--- src/rtl/mf_pkg.sv ---
// Shared types, op encodings and gate function for mf_serial_driver.
// Checker enabled by defining MF_DRIVER_CHECK_EN.
package mf_pkg;

  typedef enum logic [1:0] {
    IDLE  = 2'd0,
    SHIFT = 2'd1,
    DONE  = 2'd2
  } mf_drv_state_t;

  localparam logic [1:0] OP_PASS_X  = 2'b00;
  localparam logic [1:0] OP_PASS_Y0 = 2'b01;
  localparam logic [1:0] OP_PASS_Y1 = 2'b10;
  localparam logic [1:0] OP_INV_X   = 2'b11;

  function automatic logic mf_eval(
    input logic       x,
    input logic       y,
    input logic [1:0] op
  );
    logic f;
    case (op)
      OP_PASS_X:  f = x;
      OP_INV_X:   f = ~x;
      OP_PASS_Y0,
      OP_PASS_Y1: f = y;
      default:    f = y;
    endcase
    return f;
  endfunction

endpackage

--- src/rtl/mf_drv_shifter.sv ---
// Operand/result shift registers and bit counter for mf_serial_driver.
// Sequencing lives in the top; this block only loads and shifts.
module mf_drv_shifter
  import mf_pkg::*;
#(
  parameter int WIDTH = 8
) (
  input  logic             clk,
  input  logic             rst,
  input  logic             load,
  input  logic             shift,
  input  logic [WIDTH-1:0] x_word,
  input  logic [WIDTH-1:0] y_word,
  input  logic             f_in,
  output logic             xs_lsb,
  output logic             ys_lsb,
  output logic [WIDTH-1:0] res,
  output logic             last
);

  localparam int CW = $clog2(WIDTH);
  localparam logic [CW-1:0] CNT_LAST = CW'(WIDTH - 1);

  logic [WIDTH-1:0] xs_q, xs_d;
  logic [WIDTH-1:0] ys_q, ys_d;
  logic [WIDTH-1:0] res_q, res_d;
  logic [CW-1:0]    cnt_q, cnt_d;

  assign last = (cnt_q == CNT_LAST);

  always_comb begin
    xs_d  = xs_q;
    ys_d  = ys_q;
    res_d = res_q;
    cnt_d = cnt_q;
    if (load) begin
      xs_d  = x_word;
      ys_d  = y_word;
      cnt_d = '0;
    end else if (shift) begin
      xs_d  = xs_q >> 1;
      ys_d  = ys_q >> 1;
      res_d = {f_in, res_q[WIDTH-1:1]};
      // Saturate on the last bit so the counter never wraps.
      if (!last) begin
        cnt_d = cnt_q + CW'(1);
      end
    end
  end

  always_ff @(posedge clk or posedge rst) begin
    if (rst) begin
      xs_q  <= '0;
      ys_q  <= '0;
      res_q <= '0;
      cnt_q <= '0;
    end else begin
      xs_q  <= xs_d;
      ys_q  <= ys_d;
      res_q <= res_d;
      cnt_q <= cnt_d;
    end
  end

  assign xs_lsb = xs_q[0];
  assign ys_lsb = ys_q[0];
  assign res    = res_q;

endmodule

--- src/rtl/mf_serial_driver.sv ---
// Bit-serial sequencer feeding the mfGate cell over valid/ready.
// Define MF_DRIVER_CHECK_EN to enable the gate output checker.
module mf_serial_driver
  import mf_pkg::*;
#(
  parameter int WIDTH = 8
) (
  input  logic             clk,
  input  logic             rst,
  input  logic             in_valid,
  output logic             in_ready,
  input  logic [WIDTH-1:0] x_word,
  input  logic [WIDTH-1:0] y_word,
  input  logic [1:0]       op,
  output logic             out_valid,
  input  logic             out_ready,
  output logic [WIDTH-1:0] result,
  output logic             busy,
  output logic             gate_x,
  output logic             gate_y,
  output logic             gate_a,
  output logic             gate_b,
  input  logic             gate_f,
  output logic             err_sticky
);

  mf_drv_state_t state_q, state_d;
  logic [1:0]    op_q, op_d;
  logic          load;
  logic          shift;
  logic          xs_lsb;
  logic          ys_lsb;
  logic          last;

  mf_drv_shifter #(
    .WIDTH (WIDTH)
  ) u_shifter (
    .clk    (clk),
    .rst    (rst),
    .load   (load),
    .shift  (shift),
    .x_word (x_word),
    .y_word (y_word),
    .f_in   (gate_f),
    .xs_lsb (xs_lsb),
    .ys_lsb (ys_lsb),
    .res    (result),
    .last   (last)
  );

  always_comb begin
    state_d   = state_q;
    op_d      = op_q;
    load      = 1'b0;
    shift     = 1'b0;
    in_ready  = 1'b0;
    out_valid = 1'b0;
    busy      = 1'b0;
    gate_x    = 1'b0;
    gate_y    = 1'b0;
    unique case (state_q)
      IDLE: begin
        in_ready = 1'b1;
        if (in_valid) begin
          load    = 1'b1;
          op_d    = op;
          state_d = SHIFT;
        end
      end
      SHIFT: begin
        busy   = 1'b1;
        shift  = 1'b1;
        gate_x = xs_lsb;
        gate_y = ys_lsb;
        if (last) begin
          state_d = DONE;
        end
      end
      DONE: begin
        busy      = 1'b1;
        out_valid = 1'b1;
        if (out_ready) begin
          state_d = IDLE;
        end
      end
      default: begin
        state_d = IDLE;
      end
    endcase
  end

  always_ff @(posedge clk or posedge rst) begin
    if (rst) begin
      state_q <= IDLE;
      op_q    <= 2'b00;
    end else begin
      state_q <= state_d;
      op_q    <= op_d;
    end
  end

  // Function select is held between requests, not only while shifting.
  assign gate_a = op_q[1];
  assign gate_b = op_q[0];

`ifdef MF_DRIVER_CHECK_EN
  logic err_q, err_d;
  logic exp_f;

  always_comb begin
    exp_f = mf_eval(xs_lsb, ys_lsb, op_q);
    err_d = err_q | (shift & (gate_f != exp_f));
  end

  always_ff @(posedge clk or posedge rst) begin
    if (rst) begin
      err_q <= 1'b0;
    end else begin
      err_q <= err_d;
    end
  end

  assign err_sticky = err_q;
`else
  assign err_sticky = 1'b0;
`endif

endmodule

--- config.mk ---
export PLATFORM = sky130hd
export DESIGN_NAME = mf_serial_driver
export DESIGN_NICKNAME = d
export VERILOG_FILES = /design/src/rtl/mf_pkg.sv /design/src/rtl/mf_drv_shifter.sv /design/src/rtl/mf_serial_driver.sv
export SDC_FILE = /design/constraint.sdc
export NUM_CORES = 1
export LEC_CHECK = 0
export CAP_MARGIN = 20
export CORE_MARGIN = 10
export CORE_UTILIZATION = 50
export CTS_BUF_LIST = sky130_fd_sc_hd__clkbuf_2
export DETAILED_ROUTE_END_ITERATION = 8
export MAX_ROUTING_LAYER = met4
export PLACE_DENSITY = 0.84
export SKIP_LAST_GASP = 1
export SLEW_MARGIN = 20
export SYNTH_ARGS = -nofsm -noshare
export SYNTH_HDL_FRONTEND = slang
export SYNTH_HIERARCHICAL = 1
export SYNTH_SLANG_ARGS = --single-unit
--- constraint.sdc ---
create_clock -name clk -period 2.1 [get_ports clk]
set_input_delay 0.315 -clock clk [delete_from_list [all_inputs] [get_ports clk]]
set_output_delay 0.315 -clock clk [all_outputs]
set_load 0.02 [all_outputs]
**Word-level counts from Yosys, hierarchy flattened**

Index checks and enable logic that the tools add are counted.

- Register bits: 31
- Bits in latches: 0
- RAM bits: 0
- ROM bits: 0
- Output and inout port bits: 16
- Word-level logic and storage cells: 41
- Memories: 0

- Add/sub/neg operators: 1
- Multiply operators: 0
- Divide/modulo/power cells: 0
- Order comparisons: 0
- Eq/ne operators: 7
- Shift-type cells: 0
- Muxes and demuxes: 19
- Bitwise gates (word level): 1
- Reduce and logical (&&, ||, !) cells: 7

Operator list:

| cell | count |
|---|---|
| $mux 8 | 4 |
| $mux 3 | 3 |
| $mux 1 | 8 |
| $ne 2x2->1 const B | 4 |
| $mux 2 | 3 |
| $pmux 2 s3 | 1 |
| $reduce_and 2->1 | 3 |
| $add 3x1->3 const B | 1 |
| $eq 3x3->1 const B | 1 |
| $reduce_and 3->1 | 1 |
| $eq 2x1->1 const B | 1 |
| $eq 2x2->1 const B | 1 |
| $logic_not 2->1 | 1 |
| $reduce_bool 2->1 | 1 |
| $reduce_or 2->1 | 1 |
| $not 1->1 | 1 |

**Longest topological paths before layout**

- Word-level depth: 4
- Mapped depth: 8

**Modules after synthesis**

The synthesis kept the hierarchy.

By module, submodules not included:

| module | times used | cells each | area each (um^2) | seq. area each (um^2) |
|---|---|---|---|---|
| mf_drv_shifter | 1 | 101 | 1231.2 | 675.6 |
| mf_serial_driver | 1 | 25 | 259.0 | 100.1 |

**Worst setup path before layout**

Ideal clock, no wire load.

- Path kind: reg2reg
- Start point: reg state_q[0]
- End point: reg u_shifter.res_q[0] (netlist: u_shifter/res[0])
- Library setup time: 125 ps
- Arrival time: 1578 ps
- Setup slack: 396 ps
- Cell stages (with the launch flop): 9
- Buffers on the path: 2
- Period minus slack after synthesis: 1704 ps
- Cells stage by stage: dfrtp_1 > inv_1 > ha_1 > nand2_1 > inv_1 > buf_4 > nor2b_4 > buf_6 > mux2_4

- Word-level cells in the longest chain between the ends: 4
- Elaborated cells between the ends (all ways): 6

RTL lines:

| what | RTL line | text |
|---|---|---|
| from (decl) | mf_serial_driver.sv:27 | `mf_drv_state_t state_q, state_d;` |
| from (signal assigned) | mf_serial_driver.sv:97 | `state_q <= state_d;` |
| $logic_not 2->1 | mf_serial_driver.sv:61 | `unique case (state_q)` |
| $mux 1 | mf_serial_driver.sv:61 |  |
| via load | mf_serial_driver.sv:29 | `logic load;` |
| $not 1->1 (no line) | n/a |  |
| $reduce_and 2->1 (no line) | n/a |  |
| to (signal assigned) | mf_drv_shifter.sv:60 | `res_q <= res_d;` |
| to (decl) | mf_drv_shifter.sv:26 | `logic [WIDTH-1:0] res_q, res_d;` |

The timed path passes the listed nets, and every way through them passes these cells.
A chain may end at the register's enable or synchronous reset.

**Final worst setup path**

- Start point: reg state_q[1]
- End point: out gate_y

- Word-level cells in the longest chain between the ends: 2

RTL lines:

| what | RTL line | text |
|---|---|---|
| $eq 2x1->1 | mf_serial_driver.sv:61 |  |
| $mux 1 | mf_serial_driver.sv:61 |  |
| to (decl) | mf_serial_driver.sv:20 | `output logic gate_y,` |

No other way between the ends.

==> results.json <==
{
  "drt_wl_total_um": 3080,
  "yosys_register_bits": 31,
  "max_freq_mhz": 526,
  "crit_path_end_kind": "output port",
  "vias": 1012,
  "path_max_fanout": 6,
  "postRouteAntennaNets": 0,
  "final.setup.tns_ns": 0,
  "grtUsageTotal_pct": 12.3,
  "powerDensity_nw_per_um2": 1480,
  "ctsHoldBuffers": 0,
  "post_route_cells_drive_above_1_share_pct": 13.9,
  "r2r_start": "state_q[0]$_DFFE_PP0P_",
  "met3_length_um": 122,
  "finalNetCount": 194,
  "min_path_type": "primary input to asynchronous set/reset pin",
  "final_hold_viol_count": 0,
  "syn_nets": 155,
  "path_cells": "inv_1 -> ha_2 -> and2_1 -> dlygate4sd2_1",
  "wl_met1_um": 1270,
  "final_common_cell": "clkdlybuf4s50_1",
  "cpPeakStageDelay_ns": 0.43,
  "die_h_um": 74.6,
  "rsz0062_at_grt": "false",
  "htreeDepth": 2,
  "cts_inserted_buffers": 5,
  "cts_root_buf": "clkbuf_2",
  "cts_tree": "done",
  "worst_ep_required_time_ns": 1.78,
  "cp-startpoint": "state_q[1]$_DFFE_PP0P_",
  "maxSlewViolCount": 0,
  "grt-ovfl-total": 0,
  "arrival_ns": 1.59,
  "post_cts_buffers": 0,
  "postSynthAreaPerCell_sq_um": 11.8,
  "portBuffers": 37,
  "clock-skew-final_ns": 0.00687,
  "startpoint_type": "flop",
  "clock_path_buffers": 2,
  "met2_length_um": 1640,
  "dieArea_sq_um": 5560,
  "insertion_delay_ns": 0.34,
  "core_sq_um": 2810,
  "cp_top_family": "buffers and inverters",
  "grt_max_degree": 36,
  "drt_drc_violations_left": 0,
  "grt_pass1_vias": 1087,
  "timing.final.crit_share_pct": 90.5,
  "fp-row-count": 19,
  "vdd_drop_max_v": 0.000761,
  "rrSetupSlack_ns": 0.34,
  "vias_per_cell": 5.14,
  "setup_viol": 0,
  "endpoint": "gate_y",
  "rr_endpoint": "u_shifter/res[4]$_DFFE_PP0P_",
  "hpwl_um": 2380,
  "reg2reg_depth": 6,
  "path_depth": 4,
  "p_leak_nw": 0.896,
  "drv_cap": 0,
  "grt_pass1_wl_um": 5020,
  "pin_count": 39,
  "yosysUniqueCellTypes": 20,
  "syn_area_sq_um": 1490,
  "fin_crit_ns": 1.90,
  "synth_cells": 126,
  "syn2layout_area_growth_pct": 27.6,
  "ys.warnings.count": 6,
  "cts.sinks": 31,
  "path_class": "flop to output port",
  "status": "finished, final reports clean",
  "die_w_um": 74.6,
  "wl_per_cell_um": 15.6,
  "diodes": 0,
  "drt_iter0_drc": 60,
  "top_layer": "met4",
  "p_total_mw": 2.82,
  "gp_congestion": 0.741,
  "synth_seq_area_share_pct": 52.1,
  "antenna_found_initial": 0,
  "firstDrtPassIters": 4,
  "clk_pin_slew_worst_paths_ns": 0.15,
  "path_buf_inv": 2,
  "final_cell_mix": "clkdlybuf4s50_1 (32), dfrtp_1 (31), nand2_1 (17)",
  "initial_core_util_pct": 53.1,
  "worst_path_max_delay_cell": "dfrtp_1"
}
per-stage QoR:
step                cells  utilization (%)  worst slack, ns  instance area, sq um  hold slack, ns
detailed placement    189             66.4            0.267                  1860           0.509
floorplan             126                -            0.396                  1490          0.0811
CTS                   197             67.6           0.0498                  1900           0.144
global placement      189             66.4            0.322                  1860           0.493
global route          197             67.8           0.0377                  1900           0.140
finish                197             67.8            0.199                  1900           0.181
flip-flops by register name, indices dropped and copies added, names as in the netlist:
name and flops:
u_shifter/res 8, u_shifter/xs_q 8, u_shifter/ys_q 8, u_shifter/cnt_q 3, op_q 2, state_q 2
repair_timing:
| action | CTS | global route |
|---|---|---|
| setup endpoints to repair | 4 | 2 |
| cloned | 0 | 0 |
| gates resized for setup | 4 | 2 |
synthesized netlist by cell type:
cell type / count / area, sq um
buf_1: 1 / 3.75
clkbuf_1: 2 / 7.51
nand2_1: 17 / 63.8
buf_4: 2 / 15.0
mux2i_1: 16 / 160
mux2_2: 4 / 45.0
a222oi_1: 1 / 10.0
buf_6: 3 / 33.8
inv_1: 8 / 30.0
conb_1: 1 / 3.75
nor2b_4: 1 / 13.8
mux2_4: 8 / 120
dfrtp_1: 31 / 776
nand2b_1: 2 / 12.5
nor2_1: 3 / 11.3
o21ai_0: 16 / 80.1
and2b_1: 1 / 7.51
and2_1: 2 / 12.5
ha_1: 6 / 75.1
xnor2_1: 1 / 8.76
per-layer routing:
metal	vias up	GRT usage, %
met5	-	-
met4	0	6.72
met3	4	4.65
met2	23	20.0
met1	489	12.7
li1	496	-
power breakdown:
part           switching [mW]  internal, mW  total [mW]
Sequential              0.179         0.885        1.06
Combinational           0.718         0.768        1.49
Clock                   0.192        0.0743       0.266
Total                    1.09          1.73        2.82
cell families after synthesis:
family / after synthesis / synth area share [%]
flip-flops: 31 / 52.1
multiplexers: 28 / 21.8
AND/OR/NAND/NOR: 26 / 8.14
AO/OA/AOI/OAI: 17 / 6.05
buffers and inverters: 16 / 6.04
adder cells (fa/ha/maj): 6 / 5.04
other: 1 / 0.252
XOR/XNOR: 1 / 0.588
how the worst min path moves through the flow:
stage	start	endpoint	slack (ns)
CTS	rst	op_q[0]$_DFFE_PP0P_	0.14
global placement	op_q[0]$_DFFE_PP0P_	op_q[0]$_DFFE_PP0P_	0.49
global route	rst	op_q[0]$_DFFE_PP0P_	0.14
finish	rst	state_q[1]$_DFFE_PP0P_	0.18
floorplan	rst	op_q[0]$_DFFE_PP0P_	0.08
detailed placement	op_q[1]$_DFFE_PP0P_	op_q[1]$_DFFE_PP0P_	0.51
cell type report:
type	instances	area (sq um)
clock inverters	3	15.0
inverters	8	30.0
flip-flops and latches	31	776
multi-input cells	79	627
clock buffers	5	25.0
well taps	31	38.8
repair buffers	40	390
fillers	226	903
No activity file was read; power rests on OpenSTA's default activity.
==> RTL edit: new RTL, same flow settings <==
`WIDTH` is set to 8 in 2 places; all go to 32.
--- a/src/rtl/mf_drv_shifter.sv
+++ b/src/rtl/mf_drv_shifter.sv
@@ -4,5 +4,5 @@
   import mf_pkg::*;
 #(
-  parameter int WIDTH = 8
+  parameter int WIDTH = 32
 ) (
   input  logic             clk,
--- a/src/rtl/mf_serial_driver.sv
+++ b/src/rtl/mf_serial_driver.sv
@@ -4,5 +4,5 @@
   import mf_pkg::*;
 #(
-  parameter int WIDTH = 8
+  parameter int WIDTH = 32
 ) (
   input  logic             clk,
Ports: changed (resized result, x_word and y_word); port bits go from 39 to 111. No check against the original RTL was run, so the function may have changed too.
==> RTL edit against the original RTL <==
- area after synthesis rose to 3.2 times the old value
- die area up 150%
- final area rose to 3.2 times the old value
- first-iteration DRC count rose to 3.3 times the old value
- clock skew up 0.025 ns
- power rose to 2.8 times the old value
- register-to-register slack worse by 0.11 ns
- wire length rose to 3.3 times the old value
- count of clock-buffer cells in the layout up 4
- critical endpoint is now out_valid
- sequential cell count up 74
- worst setup slack worse by 0.045 ns
==> RTL edit: results (changes against the original RTL) <==
metric;value;unit;change
status;finished, final reports clean;;
path_max_fanout;2;;-4
maxSlewViolCount;0;;unchanged
portBuffers;109;;+190%
nets;579;;+200%
grt_usage;15.3;%;+2.9 points
layout-drive-gt1-share;13.2;%;-0.61 points
skew;0.0321;ns;+0.0252 ns
drt_iter0_drc;197;;+230%
worstPathArrival;1.63;ns;+0.04 ns
viasPerCell;4.99;;-2.8%
fillerInstances;775;;+240%
grt_max_degree;134;;+270%
ff2ff_setup_slack;0.23;ns;-0.11 ns
reg2reg_depth;6;;unchanged
path_delay_family;buffers and inverters;;
ir_worst_vdd;0.000999;V;+31%
dpl.hpwl;6980;microns;+190%
clk_latency;0.53;ns;+0.19 ns
synth.top_cells.by_count;105 x dfrtp_1, 69 x nand2_1, 62 x mux2i_1, 38 x o21ai_1, 30 x mux2_4;;
place_area;0.00595;sq mm;+220%
htree_levels;3;;+1
synth_top_flop_cell;dfrtp_1;;
grt_pass1_vias;3504;;+220%
grt_pass1_wl;17300;microns;+240%
r2r_end;state_q[0];;
wl_per_cell;15.9;microns;+1.5%
synth-seq-area-share;55.0;%;+2.9 points
p_leak;2.69;nW;+200%
clk_pin_slew;0.29;ns;+0.14 ns
r2r-start;u_shifter/cnt_q[0];;
holdCritPathClass;primary input to flip-flop;;
numCtsBuffers;9;;+4
hold_depth;3;;
slowest_delay;0.46;ns;+0.03 ns
syn_nets;476;;+210%
synth_cell_type_count;28;;+40%
-- RTL edit: changes by cell type in the layout (fill, tap and decap cells not counted), moves of 6 or more --
cell	delta
clkbuf_2	+6
mux2_4	+22
o21ai_1	+38
nand2_1	+52
mux2i_1	+46
clkdlybuf4s50_1	+71
dfrtp_1	+73
o21ai_0	+11
-- RTL edit: worst register-to-register path: cells and delay by family (launching register included) --
family,cells,cell delay (ns)
compound gates,1,0.34
fa+ha+maj,2,0.39
buf+inv,1,0.05
flops,1,0.47
mux,1,0.39
simple gates,1,0.17
-- RTL edit: final cells by class --
type	count	share of cell area, %
Clock buffer	9	0.740
Clock inverter	6	1.09
Inverter	8	0.576
Multi-Input combinational cell	258	31.9
Sequential cell	105	43.2
Tap cell	129	2.65
Timing Repair Buffer	120	19.8
-- RTL edit: cell families after synthesis --
logic type      Yosys count  synth area share (%)
other cells               1                0.0785
xor+xnor                  2                 0.367
fa+ha+maj                 6                  1.57
flops                   105                  55.0
buf+inv                  36                  4.61
mux                      98                  23.8
simple gates             82                  7.20
compound gates           69                  7.33
-- RTL edit: how the worst max path moves through the flow --
stage,startpoint,to,slack (ns),cells past startpoint
2_1_floorplan,state_q[0],u_shifter/res[0],0.25,9
3_3_place_gp,in_valid,u_shifter/res[23],0.23,6
3_5_place_dp,state_q[0],u_shifter/res[22],0.16,7
4_1_cts,state_q[0],gate_x,-0.06,4
5_1_grt,state_q[1],busy,0.01,3
6_report,state_q[1],out_valid,0.15,3
-- RTL edit: stage by stage --
step	cells	worst slack, ns	hold WS [ns]	util [%]
2_1_floorplan	399	0.250	0.0811	-
3_3_place_gp	616	0.233	0.489	64.1
3_5_place_dp	616	0.162	0.494	64.1
4_1_cts	635	-0.0610	0.214	65.6
5_1_grt	635	0.0128	0.196	65.5
6_report	635	0.154	0.272	65.5
-- RTL edit: power breakdown --
| group | switching [mW] | leakage (nW) | internal [mW] |
|---|---|---|---|
| clock | 0.650 | 0.0624 | 0.273 |
| combinational | 1.86 | 1.30 | 1.90 |
| sequential | 0.482 | 1.33 | 2.86 |
-- RTL edit: metal layers --
layer,GRT usage (%),vias up,routed length [microns]
met2,22.3,85,4520
met1,19.8,1515,4820
met4,4.17,0,44
met5,-,-,0
met3,5.23,6,676
li1,-,1564,-
-- RTL edit: timing repair --
item,CTS,global route
hold endpoints to repair,4,0
pin swaps,1,0
setup buffers,3,0
hold buffers,1,0
gates resized for setup,8,9
endpoints found under the setup margin,5,6
